`config.mk`:
```
export PLATFORM = sky130hd
export DESIGN_NAME = multiboot_hotkey_req
export DESIGN_NICKNAME = d
export VERILOG_FILES = /design/src/rtl/multiboot_hotkey_req.sv
export SDC_FILE = /design/constraint.sdc
export NUM_CORES = 1
export LEC_CHECK = 0
export CORE_MARGIN = 8
export CORE_UTILIZATION = 26
export CTS_CLUSTER_SIZE = 30
export DETAILED_ROUTE_END_ITERATION = 12
export HOLD_SLACK_MARGIN = 0.02
export PLACE_DENSITY = 0.45
export SLEW_MARGIN = 30
export SYNTH_ARGS = -nofsm -noshare
export SYNTH_HDL_FRONTEND = slang
export SYNTH_SLANG_ARGS = --single-unit
export TNS_END_PERCENT = 1
```
`constraint.sdc`:
```
create_clock -name clk -period 4.69 [get_ports clk]
set_clock_uncertainty 0.05 [all_clocks]
set_input_delay 1.1725 -clock clk [delete_from_list [all_inputs] [get_ports clk]]
set_output_delay 1.1725 -clock clk [all_outputs]
set_load 0.05 [all_outputs]
```
`src/rtl/multiboot_hotkey_req.sv`:
```
`default_nettype none
// ----------------------------------------------------------------------------
// multiboot_hotkey_req - PS/2 reboot hotkey / external request to boot pulse
// Rev 1.0
// ----------------------------------------------------------------------------
module multiboot_hotkey_req #(
  parameter logic [23:0] ADDR_SLOT0 = 24'h000000,
  parameter logic [23:0] ADDR_SLOT1 = 24'h058000,
  parameter logic [23:0] ADDR_SLOT2 = 24'h0B0000,
  parameter logic [23:0] ADDR_SLOT3 = 24'h108000,
  parameter logic [23:0] ADDR_SLOT4 = 24'h160000,
  parameter int unsigned PULSE_LEN  = 16,
  parameter int unsigned HOLDOFF    = 1000000
) (
  input  logic        clk,
  input  logic        rst_n,
  input  logic [7:0]  scancode_i,
  input  logic        scancode_valid_i,
  input  logic        ext_req_i,
  input  logic [23:0] ext_addr_i,
  output logic        boot_o,
  output logic [23:0] spi_addr_o,
  output logic [2:0]  slot_o,
  output logic        busy_o
);

  localparam logic [15:0] c_pulse_load = 16'(PULSE_LEN - 1);
  localparam logic [19:0] c_hold_load  = (HOLDOFF > 0) ? 20'(HOLDOFF - 1) : 20'd0;
  localparam logic [2:0]  c_slot_ext   = 3'd7;

  typedef enum logic [1:0] {
    S_IDLE     = 2'd0,
    S_WAIT_REL = 2'd1,
    S_PULSE    = 2'd2,
    S_HOLD     = 2'd3
  } state_t;

  state_t      state_q, state_d;
  logic        e0_q, e0_d;
  logic        brk_q, brk_d;
  logic        lctrl_q, lctrl_d;
  logic        rctrl_q, rctrl_d;
  logic        lalt_q, lalt_d;
  logic        ralt_q, ralt_d;
  logic [15:0] pulse_cnt_q, pulse_cnt_d;
  logic [19:0] hold_cnt_q, hold_cnt_d;
  logic [23:0] spi_addr_q, spi_addr_d;
  logic [2:0]  slot_q, slot_d;
  logic        boot_q, boot_d;

  logic        w_is_e0;
  logic        w_is_f0;
  logic        w_is_key;
  logic        w_ctrl_any;
  logic        w_alt_any;
  logic        w_hit;
  logic [2:0]  w_hit_slot;
  logic [23:0] w_hit_addr;
  logic        w_trigger;

  always_comb begin
    w_is_e0    = scancode_valid_i && (scancode_i == 8'hE0);
    w_is_f0    = scancode_valid_i && (scancode_i == 8'hF0);
    w_is_key   = scancode_valid_i && (scancode_i != 8'hE0) &&
                 (scancode_i != 8'hF0) && (scancode_i != 8'hE1);
    w_ctrl_any = lctrl_q | rctrl_q;
    w_alt_any  = lalt_q | ralt_q;

    w_hit      = 1'b0;
    w_hit_slot = 3'd0;
    w_hit_addr = ADDR_SLOT0;
    case (scancode_i)
      8'h66: begin w_hit = 1'b1; w_hit_slot = 3'd0; w_hit_addr = ADDR_SLOT0; end
      8'h05: begin w_hit = 1'b1; w_hit_slot = 3'd1; w_hit_addr = ADDR_SLOT1; end
      8'h06: begin w_hit = 1'b1; w_hit_slot = 3'd2; w_hit_addr = ADDR_SLOT2; end
      8'h04: begin w_hit = 1'b1; w_hit_slot = 3'd3; w_hit_addr = ADDR_SLOT3; end
      8'h0C: begin w_hit = 1'b1; w_hit_slot = 3'd4; w_hit_addr = ADDR_SLOT4; end
      default: ;
    endcase

    // Modifier state is the value before this byte, so Ctrl/Alt make codes never self-trigger.
    w_trigger = w_is_key && !e0_q && !brk_q && w_ctrl_any && w_alt_any && w_hit;
  end

  always_comb begin
    e0_d    = e0_q;
    brk_d   = brk_q;
    lctrl_d = lctrl_q;
    rctrl_d = rctrl_q;
    lalt_d  = lalt_q;
    ralt_d  = ralt_q;
    if (w_is_e0) begin
      e0_d = 1'b1;
    end else if (w_is_f0) begin
      brk_d = 1'b1;
    end else if (w_is_key) begin
      e0_d  = 1'b0;
      brk_d = 1'b0;
      if (scancode_i == 8'h14) begin
        if (e0_q) rctrl_d = !brk_q;
        else      lctrl_d = !brk_q;
      end else if (scancode_i == 8'h11) begin
        if (e0_q) ralt_d = !brk_q;
        else      lalt_d = !brk_q;
      end
    end
  end

  always_comb begin
    state_d     = state_q;
    pulse_cnt_d = pulse_cnt_q;
    hold_cnt_d  = hold_cnt_q;
    spi_addr_d  = spi_addr_q;
    slot_d      = slot_q;
    case (state_q)
      S_IDLE: begin
        if (ext_req_i) begin
          spi_addr_d = ext_addr_i;
          slot_d     = c_slot_ext;
          state_d    = S_WAIT_REL;
        end else if (w_trigger) begin
          spi_addr_d = w_hit_addr;
          slot_d     = w_hit_slot;
          state_d    = S_WAIT_REL;
        end
      end
      S_WAIT_REL: begin
        if (!w_ctrl_any && !w_alt_any) begin
          state_d     = S_PULSE;
          pulse_cnt_d = c_pulse_load;
        end
      end
      S_PULSE: begin
        if (pulse_cnt_q == 16'd0) begin
          state_d    = S_HOLD;
          hold_cnt_d = c_hold_load;
        end else begin
          pulse_cnt_d = pulse_cnt_q - 16'd1;
        end
      end
      S_HOLD: begin
        if (hold_cnt_q == 20'd0) begin
          state_d = S_IDLE;
        end else begin
          hold_cnt_d = hold_cnt_q - 20'd1;
        end
      end
      default: state_d = S_IDLE;
    endcase
    boot_d = (state_d == S_PULSE);
  end

  always_ff @(posedge clk or negedge rst_n) begin
    if (!rst_n) begin
      state_q     <= S_IDLE;
      e0_q        <= 1'b0;
      brk_q       <= 1'b0;
      lctrl_q     <= 1'b0;
      rctrl_q     <= 1'b0;
      lalt_q      <= 1'b0;
      ralt_q      <= 1'b0;
      pulse_cnt_q <= 16'd0;
      hold_cnt_q  <= 20'd0;
      spi_addr_q  <= ADDR_SLOT0;
      slot_q      <= 3'd0;
      boot_q      <= 1'b0;
    end else begin
      state_q     <= state_d;
      e0_q        <= e0_d;
      brk_q       <= brk_d;
      lctrl_q     <= lctrl_d;
      rctrl_q     <= rctrl_d;
      lalt_q      <= lalt_d;
      ralt_q      <= ralt_d;
      pulse_cnt_q <= pulse_cnt_d;
      hold_cnt_q  <= hold_cnt_d;
      spi_addr_q  <= spi_addr_d;
      slot_q      <= slot_d;
      boot_q      <= boot_d;
    end
  end

  assign boot_o     = boot_q;
  assign spi_addr_o = spi_addr_q;
  assign slot_o     = slot_q;
  assign busy_o     = (state_q != S_IDLE);

endmodule
`default_nettype wire

```
==> out/metrics.csv, run 1 <==
stage,metric,value,unit
logic_synthesis,synth.area.top_cells,"dfrtp_1 (49%), nand2_1 (6.1%), xor2_1 (4.0%)",
global_route,grtUsageMet2,16.1,%
floorplan,std_cell_rows,43,
place,place_congestion,0.733,
logic_synthesis,synth.most_common_cell,dfrtp_1,
cells_and_area,post-route-cell-area,4820,sq um
cts,clock_latency,330,ps
power_and_ir_drop,power_density,329,nW/um^2
floorplan,start_util,26.6,%
detailed_routing,drtIter0Drc,139,
detailed_routing,first_pass_iters,5,
logic_synthesis,ys_ff_latch,72,
cts,cts_tree,done,
logic_synthesis,synthDistinctLibCells,55,
hold_path,hp-class,reg -> reg,
power_and_ir_drop,total_leakage_power,0.00207,uW
cts,htreeDepth,3,
logic_synthesis,synth-async-reset-ratio,100,%
timing,fmax,306,MHz
cts,cts_root_buffer,clkbuf_16,
power_and_ir_drop,peakVddDrop,0.155,mV
logic_synthesis,syn-num-nets,424,
timing,slew_viol_final,0,
detailed_routing,vias_per_cell,4.72,
global_route,met3_usage,4.23,%
cells_and_area,area_growth,30.7,%
logic_synthesis,syn_area_per_cell,9.55,sq um
cts,post_cts_buffers,0,
timing,min_period,3270,ps
logic_synthesis,syn_area,3690,sq um
floorplan,die-area,18200,sq um
critical_path,crit_chain,clkdlybuf4s50_1 > nand4bb_1 > nor4_1 > o2111a_2 > nor2_2 > mux2_2,
critical_path,crit_path_max_fanout,26,
timing,final.setup.tns,0,ps
timing,maxSlewHeadroom,54.4,%
floorplan,core,13900,sq um
global_route,grt_overflow,0,
cts,clock_sinks,72,
detailed_routing,post_drt_wl_per_cell,14.6,um
cells_and_area,drive_gt1_share,9.53,%
global_route,gr-max-usage-layer,met2,
detailed_routing,vias,2981,
detailed_routing,postRouteAntennaNets,0,
place,hpwl,6440,um
logic_synthesis,synth_edf_count,0,
cells_and_area,num_antenna_cells,0,
floorplan,fp.dieH,135,um
place,port_buffers,64,
logic_synthesis,synthTopCellsByCount,"dfrtp_1 (72), nand2_1 (60), nor2_1 (33)",
detailed_routing,drc,0,
global_route,grt_pass1_wl,15500,um
logic_synthesis,synthFlopType,dfrtp_1,
critical_path,crit_family,simple AND/OR/NAND/NOR gates,
global_route,grt_use_met1,13.0,%
critical_path,cp.required,4860,ps
place,dp_slack,1060,ps
cts,clk_pin_slew_worst_paths,60,ps
power_and_ir_drop,total_power,1590,uW
critical_path,cp.arrival,3440,ps
global_route,grt_antenna_before_repair,0,
timing,rsz0062_at_grt,no,
global_route,grt_max_degree,52,
critical_path,slowest_delay,640,ps
critical_path,critPathBufInv,1,
global_route,grt_pass1_vias,3136,
timing,finalCritPeriodShare,69.8,%
detailed_routing,wl,9190,um
timing,whs,428,ps
cells_and_area,nNetsFinal,484,
logic_synthesis,synth_top_area_share,48.9,%
timing,setup_viol,0,
global_route,track_usage,10.6,%
place,place_area,4490,sq um
run_status,status,completed,
floorplan,die_w,135,um
logic_synthesis,synth_cells,386,
timing,tightest_slew,683,ps
timing,timing.final.ws_setup,1420,ps
timing,hold_violations,0,
cts,clock_path_buffers,2,
flow_run,cap_violations,0,
critical_path,critical_path_class,in -> reg,
logic_synthesis,yosysSeqAreaShare,48.9,%
cts,cts_resized,0,
floorplan,pin_count,65,
critical_path,critPathCaptureType,register,
critical_path,crit_path_start_kind,input pin,
critical_path,crit_slowest_cell,clkdlybuf4s50_1,
logic_synthesis,synth_top_area_cell,dfrtp_1,
logic_synthesis,yosysWarnings,0,
cts,cts_hold_buf,0,
cts,cts_made_buffers,9,
==> power breakdown <==
part / internal [uW] / total, uW / switching (uW)
Sequential: 641 / 653 / 11.4
Clock: 477 / 740 / 263
Combinational: 73.0 / 195 / 122
Total: 1190 / 1590 / 396
==> worst paths after layout <==
check                                from             end  slack (ps)  depth (start not counted)
hold reg to reg                    ralt_q          ralt_q         430                          2
min in group asynchronous           rst_n  spi_addr_o[17]         750                          1
max in group asynchronous           rst_n   spi_addr_o[7]        2770                          2
hold / removal                     ralt_q          ralt_q         430                          2
setup reg to reg           pulse_cnt_q[0]   hold_cnt_q[3]        2240                          7
setup / recovery            scancode_i[0]  spi_addr_o[15]        1420                          6
==> state kept, by name (all words and copies together) (netlist names) <==
name / flops
slot_o: 3
rctrl_q: 1
ralt_q: 1
pulse_cnt_q: 16
e0_q: 1
state_q: 2
boot_o: 1
lalt_q: 1
lctrl_q: 1
spi_addr_o: 24
hold_cnt_q: 20
brk_q: 1
==> worst min-delay path, stage by stage, from the launching register on <==
cell and delay, ps:
dfrtp_1 340, nand2_1 40, o21ai_0 60
==> area by class of cell <==
type                       count  area (sq um)
fill                        1457          9060
clock buffer                  10           239
multi-input combinational    286          1780
sequential                    72          1800
tap                          180           225
timing repair buffer          67           658
clock inverter                 6          82.6
inverter                      10          37.5
==> through the flow <==
step | util [%] | instances
after CTS | 34.7 | 631
final | 34.7 | 631
after global placement | 32.4 | 615
after detailed placement | 32.4 | 615
after global routing | 34.7 | 631
after floorplan | - | 386
==> cell usage in the layout (no fill, tap or decap), types with 6 or more instances in the layout <==
cell             instances
a21oi_1                 15
clkbuf_16                9
clkdlybuf4s50_1         63
dfrtp_1                 72
inv_1                   10
mux2_2                   6
nand2_1                 60
nand2b_1                 6
nand3_1                  9
nor2_1                  32
nor3_1                  15
o21ai_0                 27
xnor2_1                 10
xor2_1                  17
==> logic make-up after synthesis <==
kind of cell | synth area share [%]
multiplexers | 2.65
AO/OA/AOI/OAI | 13.4
XOR/XNOR | 6.41
AND/OR/NAND/NOR | 24.8
flip-flops | 48.9
buffers and inverters | 3.16
adder cells (fa/ha/maj) | 0.679
==> metal layers <==
| layer | wire length (um) | up-vias | part of all wire (%) |
|---|---|---|---|
| li1 | - | 1484 | - |
| met1 | 4260 | 1415 | 46 |
| met2 | 4080 | 73 | 44 |
| met3 | 716 | 9 | 7.8 |
| met4 | 135 | 0 | 1.5 |
| met5 | 0 | - | 0 |
Power figures use the tool's default switching activity.
==> run 2, diff against run 1 <==
--- a/config.mk
+++ b/config.mk
@@ -10,7 +10,7 @@
 export CTS_CLUSTER_SIZE = 30
 export DETAILED_ROUTE_END_ITERATION = 12
 export HOLD_SLACK_MARGIN = 0.02
-export PLACE_DENSITY = 0.45
+export PLACE_DENSITY = 0.47
 export SLEW_MARGIN = 30
 export SYNTH_ARGS = -nofsm -noshare
 export SYNTH_HDL_FRONTEND = slang
==> constraint.sdc (replaced) <==
create_clock -name clk -period 2.86 [get_ports clk]
set_clock_uncertainty 0.05 [all_clocks]
set_input_delay 0.715 -clock clk [delete_from_list [all_inputs] [get_ports clk]]
set_output_delay 0.715 -clock clk [all_outputs]
set_load 0.05 [all_outputs]
==> run 2 against run 1 <==
  * Clock-buffer cell count rose by 4
  * Via count rose by 1.3%
  * Total power rose by 67%
  * Register-to-register slack got worse by 1600 ps
  * Critical path depth fell by 3
  * Sequential share of layout area fell by 0.68 points
  * Combinational power rose by 67%
  * Core utilization rose by 0.64 points
  * Die area did not move
  * Cell area rose by 1.8%
==> out/metrics.csv, run 2 (same netlist as run 1, synthesis figures left out) <==
stage,metric,value,unit
floorplan,die_w,135,um
power_and_ir_drop,switching_share,24.1,%
place,place_congestion,0.716,
power_and_ir_drop,internal_power,2010,uW
cts,cts_hold_buf,0,
critical_path,r2r-start,pulse_cnt_q[0],
cts,clock_path_buffers,2,
power_and_ir_drop,clkPwrFrac,47.4,%
timing,hold_violations,0,
cells_and_area,num_antenna_cells,0,
critical_path,critPathCapture,busy_o,
critical_path,reg2reg_setup_slack,600,ps
power_and_ir_drop,power_density,541,nW/um^2
cts,clock_sinks,72,
global_route,grt_antenna_before_repair,0,
critical_path,cp.depth,3,
cts,post_cts_buffers,0,
cts,clock_latency,340,ps
floorplan,pin_count,65,
floorplan,core,13900,sq um
timing,min_period,2650,ps
cells_and_area,nNetsFinal,495,
flow_run,cap_violations,0,
hold_path,hp-class,in -> async,
global_route,grt_overflow,0,
detailed_routing,vias,3019,
run_status,status,completed,
cells_and_area,drive_gt1_share,10.8,%
cts,cts_made_buffers,9,
critical_path,cp.arrival,1880,ps
cells_and_area,largest_reg_flops,24,
global_route,grtUsageMet2,16.6,%
timing,slew_viol_final,0,
global_route,gr-max-usage-layer,met2,
power_and_ir_drop,total_leakage_power,0.00213,uW
floorplan,die-area,18200,sq um
place,dp_cells,626,
detailed_routing,drc,0,
cells_and_area,final_cell_mix,"dfrtp_1 (72), clkdlybuf4s50_1 (63), nand2_1 (60)",
detailed_routing,wl,9520,um
detailed_routing,drtIter0Drc,165,
critical_path,ff2ff_path_depth,7,
critical_path,crit_path_max_fanout,8,
power_and_ir_drop,comb_power_share,12.3,%
cells_and_area,layout_commonest_cell,dfrtp_1,
critical_path,crit_path_start_kind,register,
detailed_routing,vias_per_cell,4.70,
cells_and_area,final_core_util,35.4,%
power_and_ir_drop,peakVddDrop,0.252,mV
critical_path,crit_start,state_q[0],
power_and_ir_drop,switching_power,641,uW
critical_path,critPathCaptureType,output pin,
critical_path,crit_slowest_cell,clkdlybuf4s50_1,
timing,maxSlewHeadroom,42.0,%
global_route,grt_pass1_wl,16200,um
cts,cts_resized,0,
timing,setup_viol,0,
place,port_buffers,64,
global_route,met3_usage,4.83,%
critical_path,crit_family,buffers and inverters,
cts,cts_root_buffer,clkbuf_16,
detailed_routing,post_drt_wl_per_cell,14.8,um
timing,rsz0062_at_grt,no,
cts,cts_tree,done,
power_and_ir_drop,seq_power_share,40.4,%
timing,finalCritPeriodShare,92.5,%
floorplan,start_util,26.6,%
timing,tightest_slew,869,ps
global_route,grt_pass1_vias,3199,
power_and_ir_drop,total_power,2650,uW
critical_path,cp.required,2100,ps
timing,final.setup.tns,0,ps
critical_path,slowest_delay,820,ps
cts,htreeDepth,3,
place,hpwl,6820,um
global_route,grt_use_met1,13.7,%
detailed_routing,first_pass_iters,4,
detailed_routing,postRouteAntennaNets,0,
cells_and_area,stdcell_count,642,
critical_path,critPathBufInv,2,
global_route,track_usage,11.1,%
cells_and_area,area_growth,33.1,%
timing,fmax,378,MHz
critical_path,r2r-end,hold_cnt_q[8],
floorplan,std_cell_rows,43,
floorplan,fp.dieH,135,um
cts,clk_pin_slew_worst_paths,60,ps
critical_path,critical_path_class,reg -> out,
critical_path,crit_chain,nor2_1 > inv_1 > clkdlybuf4s50_1,
global_route,grt_max_degree,39,
run 2: cell count changes in the layout (fill, tap and decap cells not counted), sizes merged:
cell	before	now
clkinv	3	0
buf	4	15
clkinvlp	1	0
clkbuf	10	14
run 2: worst min path at each step:
stage          slack [ps]             end  startpoint  cells past startpoint
2_1_floorplan         370          boot_o       rst_n                      0
3_3_place_gp          410          ralt_q      ralt_q                      2
3_5_place_dp          420          ralt_q      ralt_q                      2
4_1_cts               380  spi_addr_o[18]       rst_n                      2
5_1_grt               420  spi_addr_o[18]       rst_n                      2
6_report              370  spi_addr_o[18]       rst_n                      2
run 2: layout make-up:
| cell class | count | area [sq um] |
|---|---|---|
| fill | 1468 | 8970 |
| multi-input combinational | 286 | 1770 |
| tap | 180 | 225 |
| clock inverter | 2 | 60.1 |
| sequential | 72 | 1800 |
| timing repair buffer | 78 | 741 |
| inverter | 10 | 37.5 |
| clock buffer | 14 | 274 |
run 2: layer usage:
metal | up-vias | part of all wire, % | routed length [um]
li1 | 1502 | - | -
met1 | 1444 | 48 | 4530
met2 | 63 | 44 | 4190
met3 | 10 | 6.9 | 655
met4 | 0 | 1.5 | 146
met5 | - | 0 | 0
run 2: worst register-to-register path, delay by kind of cell, from the launching register on:
family,cells,cell delay [ps]
buffers and inverters,1,90
and+or+nand+nor,4,1360
muxes,1,60
adders and majority gates,1,180
DFF,1,400
run 2: metrics by stage:
step,cell area [sq um],hold WS [ps],setup slack (ps)
CTS,4910,376,194
floorplan,3690,369,656
finish,4910,365,215
detailed placement,4570,421,117
global placement,4570,414,221
global route,4910,417,142
run 2: power by group through the flow:
stage	registers (uW)	clock network (uW)	logic, uW
final	1070	1260	325
after global routing	1080	1350	349
after CTS	1070	1310	331
after detailed placement	1090	0	329
after global placement	1090	0	327
after floorplan	1200	0	49.1
==> run 3, diff against run 2 <==
--- a/config.mk
+++ b/config.mk
@@ -11,6 +11,7 @@
 export DETAILED_ROUTE_END_ITERATION = 12
 export HOLD_SLACK_MARGIN = 0.02
 export PLACE_DENSITY = 0.47
+export RECOVER_POWER = 100
 export SLEW_MARGIN = 30
 export SYNTH_ARGS = -nofsm -noshare
 export SYNTH_HDL_FRONTEND = slang
==> run 3 against run 2 <==
  * The flow now finishes with violations (capacitance limit, slew limit)
  * Worst setup slack lost 65 ps
  * Core utilization fell by 0.22 points
  * Maximum frequency shrank 2.4%
  * Register-to-register slack got worse by 350 ps
  * Worst hold slack better by 63 ps
  * Final cell count stayed put
  * Critical path type unchanged
  * Critical path depth unchanged
  * Largest power group unchanged
  * Via count is 0.17% higher
  * Critical endpoint unchanged
  * First-iteration DRC count decreased by 2.4%
  * Sequential power about the same
  * Clock-buffer cell count unchanged
  * Combinational power is 5% lower
==> out/metrics.csv, run 3 (same netlist as run 1, synthesis figures left out) <==
stage,metric,value,unit
cts,clock_latency,340,ps
critical_path,slowest_delay,890,ps
power_and_ir_drop,clkPwrFrac,47.7,%
cts,htreeDepth,3,
floorplan,die_w,135,um
run_status,status,"complete, but fails checks",
power_and_ir_drop,comb_power_share,11.8,%
detailed_routing,vias,3024,
critical_path,crit_slowest_cell,dlygate4sd3_1,
floorplan,die-area,18200,sq um
global_route,grt_pass1_vias,3199,
floorplan,start_util,26.6,%
detailed_routing,first_pass_iters,4,
global_route,track_usage,11.1,%
timing,fmax,369,MHz
place,place_area,4570,sq um
power_and_ir_drop,peakVddDrop,0.251,mV
cells_and_area,num_antenna_cells,0,
cts,cts_tree,done,
place,place_congestion,0.716,
timing,hold_violations,0,
critical_path,crit_path_start_kind,register,
critical_path,crit_path_max_fanout,8,
timing,tightest_slew,1840,ps
power_and_ir_drop,seq_power_share,40.5,%
cts,cts_root_buffer,clkbuf_16,
detailed_routing,postRouteAntennaNets,0,
critical_path,cp.required,2100,ps
cells_and_area,final_cell_mix,"dfrtp_1 (72), nand2_1 (60), nor2_1 (34)",
cells_and_area,largest_reg_flops,24,
critical_path,critPathCaptureType,output pin,
detailed_routing,drc,0,
detailed_routing,post_drt_wl_per_cell,14.8,um
critical_path,critical_path_class,reg -> out,
timing,setup_viol,0,
power_and_ir_drop,switching_power,641,uW
global_route,grt_antenna_before_repair,0,
timing,rsz0062_at_grt,no,
power_and_ir_drop,internal_power,2000,uW
cells_and_area,nNetsFinal,495,
global_route,grt_overflow,0,
cells_and_area,post-route-cell-area,4880,sq um
detailed_routing,wl,9480,um
cts,clock_sinks,72,
critical_path,crit_chain,nor2_1 > inv_1 > dlygate4sd3_1,
timing,finalCritPeriodShare,94.8,%
cells_and_area,layout_commonest_cell,dfrtp_1,
power_and_ir_drop,switching_share,24.3,%
cts,post_cts_buffers,0,
timing,maxSlewHeadroom,-22.6,%
timing,final.setup.tns,0,ps
cts,clk_pin_slew_worst_paths,60,ps
critical_path,cp.arrival,1950,ps
cells_and_area,stdcell_count,642,
cts,cts_hold_buf,0,
timing,min_period,2710,ps
cells_and_area,final_core_util,35.1,%
cts,clock_path_buffers,2,
power_and_ir_drop,power_density,541,nW/um^2
floorplan,core,13900,sq um
power_and_ir_drop,total_power,2640,uW
cells_and_area,area_growth,32.3,%
hold_path,hp-class,reg -> reg,
cts,cts_resized,0,
place,dp_cells,626,
global_route,grt_pass1_wl,16200,um
place,hpwl,6820,um
place,port_buffers,64,
global_route,grt_max_degree,39,
floorplan,std_cell_rows,43,
floorplan,pin_count,65,
cells_and_area,drive_gt1_share,9.09,%
timing,slew_viol_final,35,
power_and_ir_drop,total_leakage_power,0.00217,uW
cts,cts_made_buffers,9,
flow_run,cap_violations,1,
detailed_routing,drtIter0Drc,161,
floorplan,fp.dieH,135,um
run_status,violations,"capacitance limit, slew limit",
detailed_routing,vias_per_cell,4.71,
==> run 3: changes by cell type in the layout (fill, tap and decap cells not counted), moves of 2 or more <==
cell,previous run,this run
clkdlybuf4s50_1,63,32
buf_4,14,8
clkbuf_2,0,2
clkbuf_1,2,7
dlygate4sd3_1,0,31
==> run 3: routing by layer <==
metal | global-route usage [%] | routed length (um) | vias up
met2 | 16.6 | 4160 | 67
met4 | 4.81 | 155 | 0
met3 | 4.83 | 682 | 9
met5 | 0 | 0 | -
met1 | 13.7 | 4490 | 1443
li1 | - | - | 1505
==> run 3: area by class of cell <==
| type | count | area (sq um) |
|---|---|---|
| fill | 1474 | 9000 |
| tap | 180 | 225 |
| clock buffer | 14 | 274 |
| clock inverter | 2 | 60.1 |
| multi-input combinational | 286 | 1760 |
| inverter | 10 | 37.5 |
| timing repair buffer | 78 | 719 |
| sequential | 72 | 1800 |
==> run 3: power groups by stage <==
stage / Sequential, uW / Combinational, uW / Clock (uW)
CTS: 1070 / 331 / 1310
detailed placement: 1090 / 329 / 0
floorplan: 1200 / 49.1 / 0
global route: 1070 / 334 / 1350
finish: 1070 / 310 / 1260
global placement: 1090 / 327 / 0
==> run 3: through the flow <==
stage | worst slack (ps) | hold slack, ps
global route | 77.0 | 454
CTS | 194 | 376
floorplan | 656 | 369
global placement | 221 | 414
finish | 149 | 428
detailed placement | 117 | 421
==> run 3: path summary, 6_finish.rpt <==
check / slack, ps / endpoint / cells past startpoint / from
worst max-delay path: 150 / busy_o / 3 / state_q[0]
worst min-delay path: 430 / ralt_q / 2 / ralt_q
worst max register to register: 250 / hold_cnt_q[8] / 7 / pulse_cnt_q[0]
worst min register to register: 430 / ralt_q / 2 / ralt_q
max in group asynchronous: 750 / hold_cnt_q[17] / 2 / rst_n
min in group asynchronous: 600 / spi_addr_o[17] / 2 / rst_n
==> run 3: critical path, delay by kind of cell, from the launching register on <==
family                 cells  cell delay [ps]
buffers and inverters      2             1010
flip-flops                 1              470
AND/OR/NAND/NOR            1              120
